===== src/rtl/apb_wait_slave.sv =====
// ---------------------------------------------------------------------------
// apb_wait_slave
//   APB slave with a byte register file. Every transfer takes a fixed number of
//   wait states before it completes. Address 0xFF holds a read-only ID byte.
//   Any other address at or above DEPTH returns an error response.
//
// Parameters
//   WAIT  : wait states (PREADY low access cycles) per transfer, 0..7
//   DEPTH : number of byte registers, mapped at 0x00..DEPTH-1
//   ID    : identification byte returned on reads of 0xFF
//
// Ports
//   PCLK    in   sole clock, rising edge
//   PRESET  in   synchronous active-high reset
//   PSEL    in   slave select
//   PENABLE in   access-phase strobe
//   PWRITE  in   1 = write, 0 = read
//   PADDR   in   [7:0] byte address
//   PWDATA  in   [7:0] write data
//   PRDATA  out  [7:0] read data, non-zero only in a read PREADY cycle
//   PREADY  out  transfer completion, one cycle per transfer
//   PSLVERR out  error response, qualified by PREADY
// ---------------------------------------------------------------------------
module apb_wait_slave #(
  parameter int         WAIT  = 2,
  parameter int         DEPTH = 32,
  parameter logic [7:0] ID    = 8'hA5
) (
  input  logic       PCLK,
  input  logic       PRESET,
  input  logic       PSEL,
  input  logic       PENABLE,
  input  logic       PWRITE,
  input  logic [7:0] PADDR,
  input  logic [7:0] PWDATA,
  output logic [7:0] PRDATA,
  output logic       PREADY,
  output logic       PSLVERR
);

  localparam int         AW        = (DEPTH > 1) ? $clog2(DEPTH) : 1;
  localparam logic [2:0] WAIT_CNT  = 3'(WAIT);
  localparam logic [8:0] DEPTH_LIM = 9'(DEPTH);
  localparam logic [7:0] ID_ADDR   = 8'hFF;

  typedef enum logic [1:0] {
    ST_IDLE   = 2'd0,
    ST_SETUP  = 2'd1,
    ST_WAIT   = 2'd2,
    ST_ACCESS = 2'd3
  } state_t;

  state_t       state_r;
  state_t       phase_s;
  logic [2:0]   cnt_r;
  logic [7:0]   addr_r;
  logic [7:0]   wdata_r;
  logic         write_r;
  logic [7:0]   mem_r [DEPTH];
  logic [7:0]   prdata_r;
  logic         pready_r;
  logic         pslverr_r;

  logic [7:0]   addr_s;
  logic [7:0]   wdata_s;
  logic         write_s;
  logic [AW-1:0] idx_s;
  logic         addr_valid_s;
  logic         addr_id_s;
  logic         err_s;
  logic [7:0]   rdata_s;
  logic         finish_s;

  // The setup cycle can only be observed while it is on the bus. The stored
  // state is therefore promoted to SETUP in that same cycle. This lets a
  // zero-wait transfer raise PREADY in the very next cycle.
  always_comb begin
    phase_s = state_r;
    if (((state_r == ST_IDLE) || (state_r == ST_ACCESS)) && PSEL && !PENABLE) begin
      phase_s = ST_SETUP;
    end else begin
      phase_s = state_r;
    end
  end

  // Transfer operands: taken live from the bus in the setup cycle and from
  // the latched copies afterwards. Later bus changes are ignored.
  always_comb begin
    addr_s       = (phase_s == ST_SETUP) ? PADDR  : addr_r;
    wdata_s      = (phase_s == ST_SETUP) ? PWDATA : wdata_r;
    write_s      = (phase_s == ST_SETUP) ? PWRITE : write_r;
    idx_s        = addr_s[AW-1:0];
    addr_valid_s = ({1'b0, addr_s} < DEPTH_LIM);
    addr_id_s    = (addr_s == ID_ADDR);
    // The ID byte may be read but not written. Any other address is an
    // error when it lies beyond the register file.
    err_s        = addr_id_s ? write_s : !addr_valid_s;
    rdata_s      = addr_id_s ? ID : (addr_valid_s ? mem_r[idx_s] : 8'h00);
    // This cycle is the last one before the access (PREADY) cycle.
    finish_s     = ((phase_s == ST_SETUP) && (WAIT_CNT == 3'd0)) ||
                   ((phase_s == ST_WAIT) && PSEL && PENABLE && (cnt_r <= 3'd1));
  end

  // Transfer FSM, register file and registered bus responses.
  always_ff @(posedge PCLK) begin
    if (PRESET) begin
      state_r   <= ST_IDLE;
      cnt_r     <= 3'd0;
      addr_r    <= 8'h00;
      wdata_r   <= 8'h00;
      write_r   <= 1'b0;
      prdata_r  <= 8'h00;
      pready_r  <= 1'b0;
      pslverr_r <= 1'b0;
      for (int i = 0; i < DEPTH; i++) begin
        mem_r[i] <= 8'h00;
      end
    end else begin
      // Responses are prepared on the edge that enters ACCESS, so they are
      // visible exactly in the PREADY cycle and return to zero afterwards.
      pready_r  <= finish_s;
      pslverr_r <= finish_s && err_s;
      prdata_r  <= (finish_s && !write_s && !err_s) ? rdata_s : 8'h00;
      // The write lands on the same edge, so an aborted transfer never
      // reaches this point.
      if (finish_s && write_s && !err_s) begin
        mem_r[idx_s] <= wdata_s;
      end

      case (phase_s)
        ST_IDLE: begin
          state_r <= ST_IDLE;
        end
        ST_SETUP: begin
          addr_r  <= PADDR;
          wdata_r <= PWDATA;
          write_r <= PWRITE;
          cnt_r   <= WAIT_CNT;
          state_r <= (WAIT_CNT == 3'd0) ? ST_ACCESS : ST_WAIT;
        end
        ST_WAIT: begin
          if (PSEL && PENABLE) begin
            cnt_r   <= cnt_r - 3'd1;
            state_r <= (cnt_r <= 3'd1) ? ST_ACCESS : ST_WAIT;
          end else begin
            // If the master drops out mid-transfer, the transfer is abandoned.
            cnt_r   <= 3'd0;
            state_r <= ST_IDLE;
          end
        end
        ST_ACCESS: begin
          state_r <= ST_IDLE;
        end
        default: begin
          state_r <= ST_IDLE;
        end
      endcase
    end
  end

  assign PRDATA  = prdata_r;
  assign PREADY  = pready_r;
  assign PSLVERR = pslverr_r;

endmodule


===== config.mk =====
export PLATFORM = sky130hd
export DESIGN_NAME = apb_wait_slave
export DESIGN_NICKNAME = d
export VERILOG_FILES = /design/src/rtl/apb_wait_slave.sv
export SDC_FILE = /design/constraint.sdc
export NUM_CORES = 1
export LEC_CHECK = 0
export ABC_AREA = 1
export BUFFER_PORTS_ARGS = -buffer_cell sky130_fd_sc_hd__clkbuf_2
export CAP_MARGIN = 10
export CORE_ASPECT_RATIO = 1.5
export CORE_UTILIZATION = 30
export CTS_BUF_LIST = sky130_fd_sc_hd__clkbuf_8
export DETAILED_ROUTE_END_ITERATION = 6
export PLACE_DENSITY = 0.47
export SYNTH_ARGS = -nofsm -noshare
export SYNTH_HDL_FRONTEND = slang
export SYNTH_SLANG_ARGS = --single-unit

===== constraint.sdc =====
create_clock -name PCLK -period 6 [get_ports PCLK]
set_clock_uncertainty 0.15 [all_clocks]
set_input_delay 0.9 -clock PCLK [delete_from_list [all_inputs] [get_ports PCLK]]
set_output_delay 0.9 -clock PCLK [all_outputs]
set_load 0.05 [all_outputs]

==> out/qor_table.md, run 1 <==
| Group | Parameter | Reported |
|---|---|---|
| die | Die area | 46410 µm² |
| sta | Final critical-path share of the clock period | 68.56% |
| die | Number of rows in the core area | 95 |
| placed design | Global placement routability congestion | 0.8083 |
| synthesis | Synth Area in Compound Gates | 1.438% |
| finish | Fraction of layout cells with a size suffix above 1 | 10.63% |
| routing | Via count normalized by instance count | 4.558 |
| global routing | Number of antenna violations at the first check in global routing | 1 |
| routing | Total Routed Length | 40.44 mm |
| finish | Area taken by multi-input logic gates | 4786 µm² |
| synthesis | Gate count after technology mapping | 1566 |
| global routing | Maximum number of pins on one net before global-route repair | 100 |
| cts | Clock latency at the later pin of the worst-skew pair | 570 ps |
| routing | Post-route DRC | 0 |
| synthesis | Simple-gate portion of the synthesized area | 31.57% |
| synthesis | Share of synthesized area occupied by flip-flops and latches | 60.96% |
| worst setup path | Arrival time of the worst setup path | 4190 ps |
| sta | Hold violation count in the final report | 0 |
| worst setup path | Critical path type | flip-flop to flip-flop |
| placed design | Post-detail-place hpwl | 25.59 mm |
| sta | Worst relative slew slack | 14.42% |
| sta | Worst-Margin Slew | 1277 ps |
| routing | Remaining antenna violation count after routing | 0 |
| outcome | Status | finished clean |
| routing | Detailed Route Iter0 Violations | 688 |
| placed design | Number of buffers added on ports | 30 |
| cts | Number of gates resized after CTS | 0 |
| global routing | Wire length of the first global-routing pass | 60.73 mm |
| worst setup path | Critical Path Sink Type | flip-flop |
| synthesis | Post-synthesis share of cell area spent on full adders, half adders and majority gates | 0.2748% |
| worst setup path | Critical path's top delay family | simple AND/OR/NAND/NOR gates |
| routing | Amount of wire on met2 after detailed routing | 21.23 mm |
| cts | Clock root cell | clkbuf_8 |
| sta | Final count of pins violating max slew | 0 |
| finish | Layout overhead on the synthesized area | 13.19% |
| cts | Reg clk slew, reported paths | 60 ps |
| job | Total of max-cap violations | 0 |
| hold path | Worst hold-check path type | flip-flop to flip-flop |
| routing | Vias | 10074 |
| die | Height of the die | 263.4 µm |
| routing | Post-detailed-route wirelength per cell | 18.30 µm |
| synthesis | Post-Synthesis Mean Instance Area | 8.723 µm² |
| routing | Met3 layer wire length in the routed design | 1.328 mm |
| synthesis | Fraction of post-synthesis cell area in the top cell type by area | 56.27% |
| pwr | Combinational Power Share | 12.2% |
| sta | Count of endpoints failing setup in the final report | 0 |
| global routing | All-layer global routing usage | 17.69% |
| cts | Buffer levels on the longest clock path | 3 |
| worst setup path | Type of origin of the critical path | flip-flop |
| synthesis | Synth unique cells | 30 |
| cts | TritonCTS clock tree | yes |
| die | CORE AREA | 44810 µm² |
| worst setup path | Critical Path Most Common Cell | inv_1 |
| synthesis | Most area-consuming cells after synthesis | edfxtp_1 (56%), nand2_1 (18%), nor2_1 (8.4%) |
| synthesis | Share of cell area taken by muxes after synthesis | 0.5862% |
| global routing | Via count of the first global-routing pass | 10243 |
| finish | FF/Latch Area | 8328 µm² |
| synthesis | Synthesized-area fraction occupied by xor and xnor cells | 0% |
| pwr | Total chip power | 4.414 mW |
| synthesis | EDFF count, synth | 256 |
| die | Initial Util | 30.48% |
| die | Die extent in x | 176.2 µm |
| synthesis | Count of yosys warnings during synthesis | 0 |
| worst setup path | Critical-path maximum fanout | 27 |
| synthesis | Largest family of logic cells by synthesized area | simple AND/OR/NAND/NOR gates |
| pwr | Cell-internal power | 3.199 mW |
| sta | Sum of negative setup slack | 0 ps |
| sta | RSZ-0062 raised after global routing | false |
| sta | Hold WS | 320.0 ps |
| global routing | Overflow left after global routing | 0 |
| die | Number of placed I/O pins | 31 |
| cts | Post-CTS setup buffer count | 0 |
| worst setup path | Slowest cell delay on critical path | 1010 ps |
| synthesis | Post-synthesis instance area | 13660 µm² |
| cts | Number of buffers created by CTS | 46 |
| cts | Hold buffer count at CTS | 0 |
| pwr | Power per cell area | 285.5 nW/µm² |
| pwr | Leak Pwr | 7.037 nW |
| cts | Sinks on Clock Net | 288 |
| worst setup path | Cell with the biggest individual delay on the critical path | nor3_2 |
| synthesis | Most frequent cell after synthesis | nand2_1 |
| pwr | Max IR drop VDD | 0.1432 mV |
| synthesis | Synth Register Bits | 288 |
| worst setup path | Sum of buffers and inverters on the critical path | 3 |
| cts | CTS H-tree depth | 2 |
| finish | Final core utilization | 34.51% |
| pwr | Portion of total power attributed to sequential cells | 51.3% |
| worst setup path | Required time worst endpoint | 6080 ps |
| routing | Wire length the detailed router placed on met1 | 16.41 mm |
| placed design | Number of cells after detailed placement | 2123 |
| pwr | Fraction of power spent switching nets | 27.52% |
| sta | Post-route minimum period | 4113 ps |
| synthesis | Post-synth net total | 1590 |
| synthesis | Top cell type by total area after synthesis | edfxtp_1 |
| routing | Number of iterations in the first detailed-routing pass | 5 |
| synthesis | Leading post-synthesis cells by instance count | nand2_1 (656), nor2_1 (304), edfxtp_1 (256) |
| sta | Max frequency | 243.1 MHz |
| finish | Number of cells in the finished layout apart from fillers | 2210 |
| finish | Net count of the finished layout | 1613 |
| routing | Top sig layer | met4 |
| worst setup path | Cells along the critical path | inv_1 -> ha_1 -> nand3_2 -> nand2_2 -> buf_4 -> o21ai_0 -> inv_1 -> nor3_2 -> nand2_4 -> nand2_1 |
| finish | Fill cell total of the finished layout | 4644 |
| pwr | Reported net switching power | 1.215 mW |
| pwr | Clock power frac | 36.5% |
| synthesis | Share of synthesized registers carrying an async set or reset | 0% |
| synthesis | Main synth FF type | edfxtp_1 |
==> power groups by stage <==
| stage | registers, mW | clock network [mW] | logic (mW) |
|---|---|---|---|
| 6_report | 2.26 | 1.61 | 0.538 |
| 3_3_place_gp | 2.31 | 0 | 0.542 |
| 2_1_floorplan | 2.30 | 0 | 0.336 |
| 4_1_cts | 2.26 | 1.65 | 0.546 |
| 5_1_grt | 2.27 | 1.73 | 0.593 |
| 3_5_place_dp | 2.31 | 0 | 0.543 |
==> metal layers <==
layer / vias up / track usage, %
met5: - / 0
met4: 0 / 7.521
met3: 74 / 1.921
met2: 222 / 32.63
met1: 4804 / 20.33
li1: 4974 / -
==> worst paths after layout <==
check	startpoint	endpoint	cells after the start	slack, ps
setup / recovery	state_r[0]$_SDFF_PP0_	mem_r[8][7]$_SDFFCE_PN0P_	10	1890
hold / removal	addr_r[7]$_SDFF_PP0_	addr_r[7]$_SDFF_PP0_	2	320
setup reg to reg	state_r[0]$_SDFF_PP0_	mem_r[8][7]$_SDFFCE_PN0P_	10	1890
hold reg to reg	addr_r[7]$_SDFF_PP0_	addr_r[7]$_SDFF_PP0_	2	320
==> stage by stage <==
stage               cell area (µm²)  setup WS (ps)
detailed placement            14590           1537
finish                        15460           1887
global placement              14590           1566
floorplan                     13660           2804
global route                  15460           1567
CTS                           15460           1849
==> worst min-delay path: stages (launching register included) <==
cell and delay [ps]:
dfxtp_1 300, nand2_1 70, a21oi_1 60
==> cell type report <==
cell class              count  area share (%)
flip-flops and latches    288           53.86
multi-input cells        1093           30.95
well taps                 582           4.710
clock buffers              52           4.629
inverters                 105           2.549
repair buffers             55           2.266
clock inverters            34           1.020
diodes                      1         0.01618
==> sequential cells by signal, indices dropped and copies added, names as in the netlist <==
| name | count |
|---|---|
| PRDATA | 8 |
| wdata_r | 8 |
| state_r | 2 |
| mem_r | 256 |
| cnt_r | 3 |
| write_r | 1 |
| addr_r | 8 |
| PSLVERR | 1 |
| PREADY | 1 |
==> layout by cell type (no fill, tap or decap), types with 2 or more instances in the layout <==
cell / n
o21ai_0: 17
clkbuf_2: 30
nand4_1: 2
inv_2: 4
nand3_1: 35
clkinv_1: 6
nor2_1: 304
ha_1: 3
nand2_4: 34
nor3_2: 5
buf_4: 24
dfxtp_1: 32
mux2i_4: 8
clkinv_2: 3
nor3_4: 5
edfxtp_1: 256
nand2_1: 654
clkbuf_8: 52
a21oi_1: 13
inv_1: 125
==> cells by family (layout without fill, tap and decap cells) <==
logic type,after synthesis,in the layout
multiplexers,8,8
buffers and inverters,185,246
AND/OR/NAND/NOR,1046,1046
other,0,1
flip-flops,288,288
AO/OA/AOI/OAI,36,36
adder cells (fa/ha/maj),3,3
No activity file was read; power rests on OpenSTA's default activity.
==> run 2, diff against run 1 <==
--- a/config.mk
+++ b/config.mk
@@ -5,14 +5,14 @@
 export SDC_FILE = /design/constraint.sdc
 export NUM_CORES = 1
 export LEC_CHECK = 0
-export ABC_AREA = 1
+export ABC_AREA = 0
 export BUFFER_PORTS_ARGS = -buffer_cell sky130_fd_sc_hd__clkbuf_2
 export CAP_MARGIN = 10
 export CORE_ASPECT_RATIO = 1.5
 export CORE_UTILIZATION = 30
 export CTS_BUF_LIST = sky130_fd_sc_hd__clkbuf_8
 export DETAILED_ROUTE_END_ITERATION = 6
-export PLACE_DENSITY = 0.47
+export PLACE_DENSITY = 0.49
 export SYNTH_ARGS = -nofsm -noshare
 export SYNTH_HDL_FRONTEND = slang
 export SYNTH_SLANG_ARGS = --single-unit
==> constraint.sdc (replaced) <==
create_clock -name PCLK -period 3.7 [get_ports PCLK]
set_clock_uncertainty 0.15 [all_clocks]
set_input_delay 0.555 -clock PCLK [delete_from_list [all_inputs] [get_ports PCLK]]
set_output_delay 0.555 -clock PCLK [all_outputs]
set_load 0.05 [all_outputs]
==> run 2 against run 1 <==
  * Clock power rose by 53%
  * Non-clock buffer count rose by 64
  * Maximum frequency rose by 20%
  * Synthesized area fell by 3.9%
  * Die area fell by 3.9%
  * Critical path depth rose by 2
  * Routed wire length rose by 5.1%
  * Power rose by 56%
  * Critical path type unchanged
==> out/qor_table.md, run 2 <==
| Group | Parameter | Reported | Delta |
|---|---|---|---|
| die | Initial Util | 30.49% | about the same |
| global routing | Overflow left after global routing | 0 | unchanged |
| die | Die extent in x | 172.8 µm | -2.0% |
| die | Height of the die | 258.2 µm | -2.0% |
| sta | Worst relative slew slack | 53.37% | +39 points |
| sta | Hold violation count in the final report | 0 | unchanged |
| worst setup path | Critical Path Most Common Cell | buf_12 |  |
| worst setup path | Cells along the critical path | inv_1 -> ha_1 -> nand3b_4 -> nand3_2 -> buf_4 -> nand2_4 -> buf_12 -> buf_12 -> a211oi_1 -> a31oi_1 -> a32oi_1 -> a41oi_1 |  |
| synthesis | Main synth FF type | edfxtp_1 |  |
| die | Number of placed I/O pins | 31 | unchanged |
| synthesis | Top cell type by total area after synthesis | edfxtp_1 |  |
| placed design | Number of buffers added on ports | 30 | unchanged |
| finish | Fraction of layout cells with a size suffix above 1 | 15.77% | +5.1 points |
| synthesis | Post-Synthesis Mean Instance Area | 10.81 µm² | +24% |
| sta | Final critical-path share of the clock period | 92.30% | +24 points |
| sta | Final count of pins violating max slew | 0 | unchanged |
| cts | Number of buffers created by CTS | 44 | -4.3% |
| placed design | Post-detail-place hpwl | 28.35 mm | +11% |
| sta | Hold WS | 89.82 ps | -230.2 ps |
| pwr | Combinational Power Share | 10.8% | -1.4 points |
| pwr | Clock power frac | 35.9% | -0.6 points |
| cts | Sinks on Clock Net | 288 | unchanged |
| routing | Detailed Route Iter0 Violations | 758 | +10% |
| worst setup path | Critical path's top delay family | compound AO/OA/AOI/OAI gates |  |
| sta | Max frequency | 292.8 MHz | +20% |
| worst setup path | Critical Path Sink Type | flip-flop |  |
| synthesis | Share of synthesized area occupied by flip-flops and latches | 63.45% | +2.5 points |
| routing | Vias | 9650 | -4.2% |
| routing | Post-detailed-route wirelength per cell | 22.48 µm | +23% |
| cts | Clock latency at the later pin of the worst-skew pair | 580 ps | about the same |
| synthesis | EDFF count, synth | 256 | unchanged |
| pwr | Reported net switching power | 1.824 mW | +50% |
| finish | Final core utilization | 35.45% | +0.94 points |
| cts | Clock root cell | clkbuf_8 |  |
| cts | Hold buffer count at CTS | 0 | unchanged |
| finish | Commonest cells after routing, fill and taps aside | nor2_1 (282), edfxtp_1 (256), nand2_1 (180) |  |
| sta | RSZ-0062 raised after global routing | false |  |
| pwr | Power per cell area | 452.1 nW/µm² | +58% |
| worst setup path | Slowest cell delay on critical path | 510 ps | -500 ps |
| sta | Count of endpoints failing setup in the final report | 0 | unchanged |
| placed design | Global placement routability congestion | 0.8697 | +7.6% |
| worst setup path | Critical-path maximum fanout | 45 | +67% |
| routing | Total Routed Length | 42.49 mm | +5.1% |
| outcome | Status | finished clean |  |
| synthesis | Count of yosys warnings during synthesis | 0 | unchanged |
| cts | Number of gates resized after CTS | 0 | unchanged |
| finish | Net count of the finished layout | 1308 | -19% |
| synthesis | Share of synthesized registers carrying an async set or reset | 0% | unchanged |
| synthesis | Synth unique cells | 58 | +93% |
| pwr | Leak Pwr | 5.464 nW | -22% |
| synthesis | Post-synthesis instance area | 13130 µm² | -3.9% |
| cts | Buffer levels on the longest clock path | 3 | unchanged |
| synthesis | Most frequent cell after synthesis | nor2_1 |  |
| worst setup path | Cell with the biggest individual delay on the critical path | a32oi_1 |  |
| cts | TritonCTS clock tree | yes |  |
| synthesis | Most area-consuming cells after synthesis | edfxtp_1 (59%), nor2_1 (8.1%), nand2_1 (5.1%) |  |
| pwr | Cell-internal power | 5.075 mW | +59% |
| worst setup path | Sum of buffers and inverters on the critical path | 4 | +1 |
| global routing | Number of antenna violations at the first check in global routing | 1 | unchanged |
| finish | Most common library cell in the layout ignoring fill and taps | nor2_1 |  |
| global routing | All-layer global routing usage | 19.14% | +1.5 points |
| synthesis | Fraction of post-synthesis cell area in the top cell type by area | 58.57% | +2.3 points |
| sta | Worst-Margin Slew | 699.4 ps | -577.3 ps |
| finish | Fill cell total of the finished layout | 4314 | -7.1% |
| routing | Number of iterations in the first detailed-routing pass | 7 | +2 |
| worst setup path | Critical path type | flip-flop to flip-flop |  |
| cts | Post-CTS setup buffer count | 0 | unchanged |
| sta | Post-route minimum period | 3415 ps | -698.4 ps |
| global routing | Via count of the first global-routing pass | 9918 | -3.2% |
| synthesis | Post-synth net total | 1238 | -22% |
| die | Number of rows in the core area | 93 | -2.1% |
| die | CORE AREA | 43050 µm² | -3.9% |
| pwr | Fraction of power spent switching nets | 26.44% | -1.1 points |
| hold path | Worst hold-check path type | input pin to flip-flop |  |
| routing | Post-route DRC | 0 | unchanged |
| worst setup path | Arrival time of the worst setup path | 3670 ps | -520 ps |
| cts | CTS H-tree depth | 2 | unchanged |
| global routing | Maximum number of pins on one net before global-route repair | 54 | -46% |
| sta | Sum of negative setup slack | 0 ps | unchanged |
| pwr | Max IR drop VDD | 0.2004 mV | +40% |
| die | Die area | 44610 µm² | -3.9% |
| finish | Layout overhead on the synthesized area | 16.28% |  |
| finish | Top reg by flops | mem_r |  |
| synthesis | Synth Register Bits | 288 | unchanged |
| global routing | Wire length of the first global-routing pass | 63.39 mm | +4.4% |
| synthesis | Leading post-synthesis cells by instance count | nor2_1 (282), edfxtp_1 (256), nand2_1 (180) |  |
| worst setup path | Required time worst endpoint | 3950 ps | -2130 ps |
| routing | Remaining antenna violation count after routing | 0 | unchanged |
| job | Total of max-cap violations | 0 | unchanged |
| pwr | Portion of total power attributed to sequential cells | 53.3% | +2.0 points |
| finish | Flip-flop count of the largest register, all copies and words added | 256 | unchanged |
| cts | Reg clk slew, reported paths | 60 ps | about the same |
| worst setup path | Type of origin of the critical path | flip-flop |  |
| synthesis | Gate count after technology mapping | 1214 | -22% |
| routing | Via count normalized by instance count | 5.106 | +12% |
[run 2: final cells by class]
type | count | area, µm² | share of cell area [%]
flip-flops and latches | 288 | 8328 | 54.57
multi-input cells | 825 | 4451 | 29.16
repair buffers | 119 | 943.4 | 6.181
well taps | 570 | 713.2 | 4.673
clock buffers | 46 | 633.1 | 4.148
clock inverters | 35 | 168.9 | 1.107
inverters | 6 | 22.52 | 0.1476
diodes | 1 | 2.502 | 0.01640
[run 2: worst min-delay path, cell delays in order]
cell and delay, ps:
clkbuf_2 100, nand2_1 50, a21oi_1 60
[run 2: cells by family after synthesis]
| kind of cell | Yosys count | synth area share, % |
|---|---|---|
| AOI/OAI and AO/OA | 171 | 9.972 |
| adders and majority gates | 3 | 0.2860 |
| buffers and inverters | 101 | 3.584 |
| DFF | 288 | 63.45 |
| muxes | 19 | 1.506 |
| and+or+nand+nor | 632 | 21.20 |
[run 2: metrics by stage]
stage                     setup slack [ps]  power [mW]  area [µm²]  instances
after global routing                 191.7       7.144       15260       1890
after detailed placement             290.0       4.499       14460       1808
after floorplan                      952.5       4.143       13130       1214
final                                284.9       6.900       15260       1890
after CTS                            322.7       6.978       15260       1889
after global placement               302.6       4.494       14460       1808
[run 2: final timing paths]
kind | to | slack [ps] | depth (start not counted) | start
worst max-delay path | PRDATA[3]$_SDFF_PP0_ | 280 | 12 | state_r[0]$_SDFF_PP0_
worst min-delay path | addr_r[6]$_SDFF_PP0_ | 90 | 3 | PADDR[6]
worst max register to register | PRDATA[3]$_SDFF_PP0_ | 280 | 12 | state_r[0]$_SDFF_PP0_
worst min register to register | addr_r[5]$_SDFF_PP0_ | 330 | 2 | addr_r[5]$_SDFF_PP0_
[run 2: metal layers]
metal / vias up / global-route usage (%) / routed length [µm]
li1: 4491 / - / -
met1: 4727 / 20.86 / 15590
met2: 321 / 34.76 / 22130
met3: 111 / 2.680 / 2073
met4: 0 / 12.29 / 2696
met5: - / 0 / 0
[run 2: power by group through the flow]
| stage | Sequential [mW] | Clock (mW) | Combinational [mW] |
|---|---|---|---|
| after floorplan | 3.72 | 0 | 0.418 |
| after global placement | 3.75 | 0 | 0.746 |
| after detailed placement | 3.75 | 0 | 0.751 |
| after CTS | 3.68 | 2.54 | 0.754 |
| after global routing | 3.69 | 2.66 | 0.796 |
| final | 3.68 | 2.47 | 0.747 |
==> run 3, diff against run 2 <==
--- a/config.mk
+++ b/config.mk
@@ -12,6 +12,7 @@
 export CORE_UTILIZATION = 30
 export CTS_BUF_LIST = sky130_fd_sc_hd__clkbuf_8
 export DETAILED_ROUTE_END_ITERATION = 6
+export MAX_ROUTING_LAYER = met4
 export PLACE_DENSITY = 0.49
 export SYNTH_ARGS = -nofsm -noshare
 export SYNTH_HDL_FRONTEND = slang
==> run 3 against run 2 <==
  * Critical path depth stayed put
  * Clock-buffer cell count stayed put
  * Combinational power hardly changed
  * Critical endpoint unchanged
  * Largest power group unchanged
==> out/qor_table.md, run 3 (synthesis results as in run 2) <==
| Group | Parameter | Reported | Delta |
|---|---|---|---|
| outcome | Status | finished clean |  |
| cts | Clock root cell | clkbuf_8 |  |
| cts | Clock latency at the later pin of the worst-skew pair | 590 ps | about the same |
| finish | Top reg by flops | mem_r |  |
| finish | Flip-flop count of the largest register, all copies and words added | 256 | unchanged |
| routing | Via count normalized by instance count | 5.111 | about the same |
| worst setup path | Critical R2R Capture | PRDATA[3]$_SDFF_PP0_ |  |
| sta | RSZ-0062 raised after global routing | false |  |
| finish | Net count of the finished layout | 1308 | unchanged |
| finish | Fraction of layout cells with a size suffix above 1 | 15.77% | unchanged |
| cts | Buffer levels on the longest clock path | 3 | unchanged |
| global routing | All-layer global routing usage | 19.73% | +0.58 points |
| routing | Detailed Route Iter0 Violations | 826 | +9.0% |
| hold path | Worst hold-check path type | input pin to flip-flop |  |
| worst setup path | Worst reg2reg startpoint | state_r[0]$_SDFF_PP0_ |  |
| cts | CTS H-tree depth | 2 | unchanged |
| sta | Final critical-path share of the clock period | 91.71% | -0.59 points |
| worst setup path | Reg-to-reg slack, setup | 310 ps | +20 ps |
| pwr | Fraction of power spent switching nets | 26.44% | about the same |
| sta | Max frequency | 294.7 MHz | +0.64% |
| worst setup path | Required time worst endpoint | 3960 ps | about the same |
| placed design | Setup slack at placement | 290.0 ps | unchanged |
| pwr | Reported net switching power | 1.825 mW | about the same |
| pwr | Leak Pwr | 5.464 nW | unchanged |
| hold path | Number of cells on the worst hold path | 3 | unchanged |
| placed design | Post-detail-place hpwl | 28.35 mm | unchanged |
| routing | Total Routed Length | 42.46 mm | about the same |
| global routing | Maximum number of pins on one net before global-route repair | 54 | unchanged |
| finish | Commonest cells after routing, fill and taps aside | nor2_1 (282), edfxtp_1 (256), nand2_1 (180) |  |
| sta | Final count of pins violating max slew | 0 | unchanged |
| routing | Post-route DRC | 0 | unchanged |
| die | CORE AREA | 43050 µm² | unchanged |
| sta | Worst relative slew slack | 53.53% | +0.16 points |
| global routing | Number of antenna violations at the first check in global routing | 1 | unchanged |
| die | Height of the die | 258.2 µm | unchanged |
| cts | Post-CTS setup buffer count | 0 | unchanged |
| routing | Remaining antenna violation count after routing | 0 | unchanged |
| finish | Layout overhead on the synthesized area | 16.28% | unchanged |
| worst setup path | Critical path type | flip-flop to flip-flop |  |
| sta | Worst-Margin Slew | 697.1 ps | -2.333 ps |
| routing | Post-detailed-route wirelength per cell | 22.46 µm | about the same |
| cts | Number of buffers created by CTS | 44 | unchanged |
| job | Total of max-cap violations | 0 | unchanged |
| die | Number of rows in the core area | 93 | unchanged |
| sta | Hold violation count in the final report | 0 | unchanged |
| die | Die extent in x | 172.8 µm | unchanged |
| cts | Sinks on Clock Net | 288 | unchanged |
| placed design | Number of buffers added on ports | 30 | unchanged |
| sta | Hold WS | 87.24 ps | -2.580 ps |
| hold path | Worst Min Path Start | PADDR[6] |  |
| worst setup path | Critical Path Sink Type | flip-flop |  |
| sta | Slack of the critical path | 306.7 ps | +21.81 ps |
| pwr | Portion of total power attributed to sequential cells | 53.3% | about the same |
| hold path | WHS Endpoint | addr_r[6]$_SDFF_PP0_ |  |
| worst setup path | Type of origin of the critical path | flip-flop |  |
| placed design | Global placement routability congestion | 0.8839 | +1.6% |
| sta | Post-route minimum period | 3393 ps | -21.81 ps |
| routing | Vias | 9659 | +0.093% |
| cts | Reg clk slew, reported paths | 60 ps | about the same |
| routing | Number of iterations in the first detailed-routing pass | 5 | -2 |
| global routing | Via count of the first global-routing pass | 9909 | -0.091% |
| worst setup path | Worst R2R Path Depth | 12 | unchanged |
| finish | Fill cell total of the finished layout | 4314 | unchanged |
| die | Initial Util | 30.49% | unchanged |
| sta | Count of endpoints failing setup in the final report | 0 | unchanged |
| pwr | Combinational Power Share | 10.8% | about the same |
| pwr | Max IR drop VDD | 0.2025 mV | +1.1% |
| sta | Sum of negative setup slack | 0 ps | unchanged |
| worst setup path | Arrival time of the worst setup path | 3650 ps | -20 ps |
| global routing | Overflow left after global routing | 0 | unchanged |
| cts | Number of gates resized after CTS | 0 | unchanged |
| die | Die area | 44610 µm² | unchanged |
| die | Number of placed I/O pins | 31 | unchanged |
| cts | Hold buffer count at CTS | 0 | unchanged |
| worst setup path | Critical-path maximum fanout | 45 | unchanged |
| finish | Most common library cell in the layout ignoring fill and taps | nor2_1 |  |
| cts | TritonCTS clock tree | yes |  |
| global routing | Wire length of the first global-routing pass | 63.34 mm | about the same |
| pwr | Clock power frac | 35.9% | about the same |
| pwr | Power per cell area | 452.1 nW/µm² | about the same |
| pwr | Cell-internal power | 5.075 mW | about the same |
## run 3: cell counts in the layout (fill, tap and decap cells not counted)
No cell type changed its count.
## run 3: worst max-delay path, cell delays in order (launching register included)
cell and delay (ps):
dfxtp_1 340, inv_1 50, ha_1 320, nand3b_4 140
nand3_2 120, buf_4 360, nand2_4 120, buf_12 190
buf_12 190, a211oi_1 390, a31oi_1 110, a32oi_1 490
a41oi_1 200
## run 3: power groups by stage
stage                     Combinational, mW  Sequential (mW)  Clock, mW
final                                 0.745             3.68       2.48
after detailed placement              0.751             3.75          0
after floorplan                       0.418             3.72          0
after global routing                  0.796             3.69       2.66
after global placement                0.746             3.75          0
after CTS                             0.754             3.68       2.54
## run 3: cell type report
cell class              count  area (µm²)  area share, %
diodes                      1       2.502        0.01640
clock buffers              46       633.1          4.148
clock inverters            35       168.9          1.107
inverters                   6       22.52         0.1476
multi-input cells         825        4451          29.16
flip-flops and latches    288        8328          54.57
well taps                 570       713.2          4.673
repair buffers            119       943.4          6.181
## run 3: routing by layer
layer	track usage (%)	part of all wire [%]
met3	2.650	5.1
met4	12.32	6.4
met1	20.84	36
met5	-	0
met2	34.77	52
## run 3: how the worst max path moves through the flow
stage	start	to	cells after the start
finish	state_r[0]$_SDFF_PP0_	PRDATA[3]$_SDFF_PP0_	12
detailed placement	PENABLE	PRDATA[1]$_SDFF_PP0_	9
floorplan	state_r[0]$_SDFF_PP0_	mem_r[0][0]$_SDFFCE_PN0P_	9
global route	state_r[0]$_SDFF_PP0_	PRDATA[1]$_SDFF_PP0_	10
CTS	state_r[0]$_SDFF_PP0_	PRDATA[1]$_SDFF_PP0_	10
global placement	PENABLE	PRDATA[1]$_SDFF_PP0_	9
## run 3: metrics by stage
step                      cell area, µm²  instances  total power, mW  utilization, %
after floorplan                    13130       1214            4.143               -
after global placement             14460       1808            4.494           33.58
after detailed placement           14460       1808            4.499           33.58
after CTS                          15260       1889            6.978           35.44
after global routing               15260       1890            7.145           35.45
final                              15260       1890            6.900           35.45
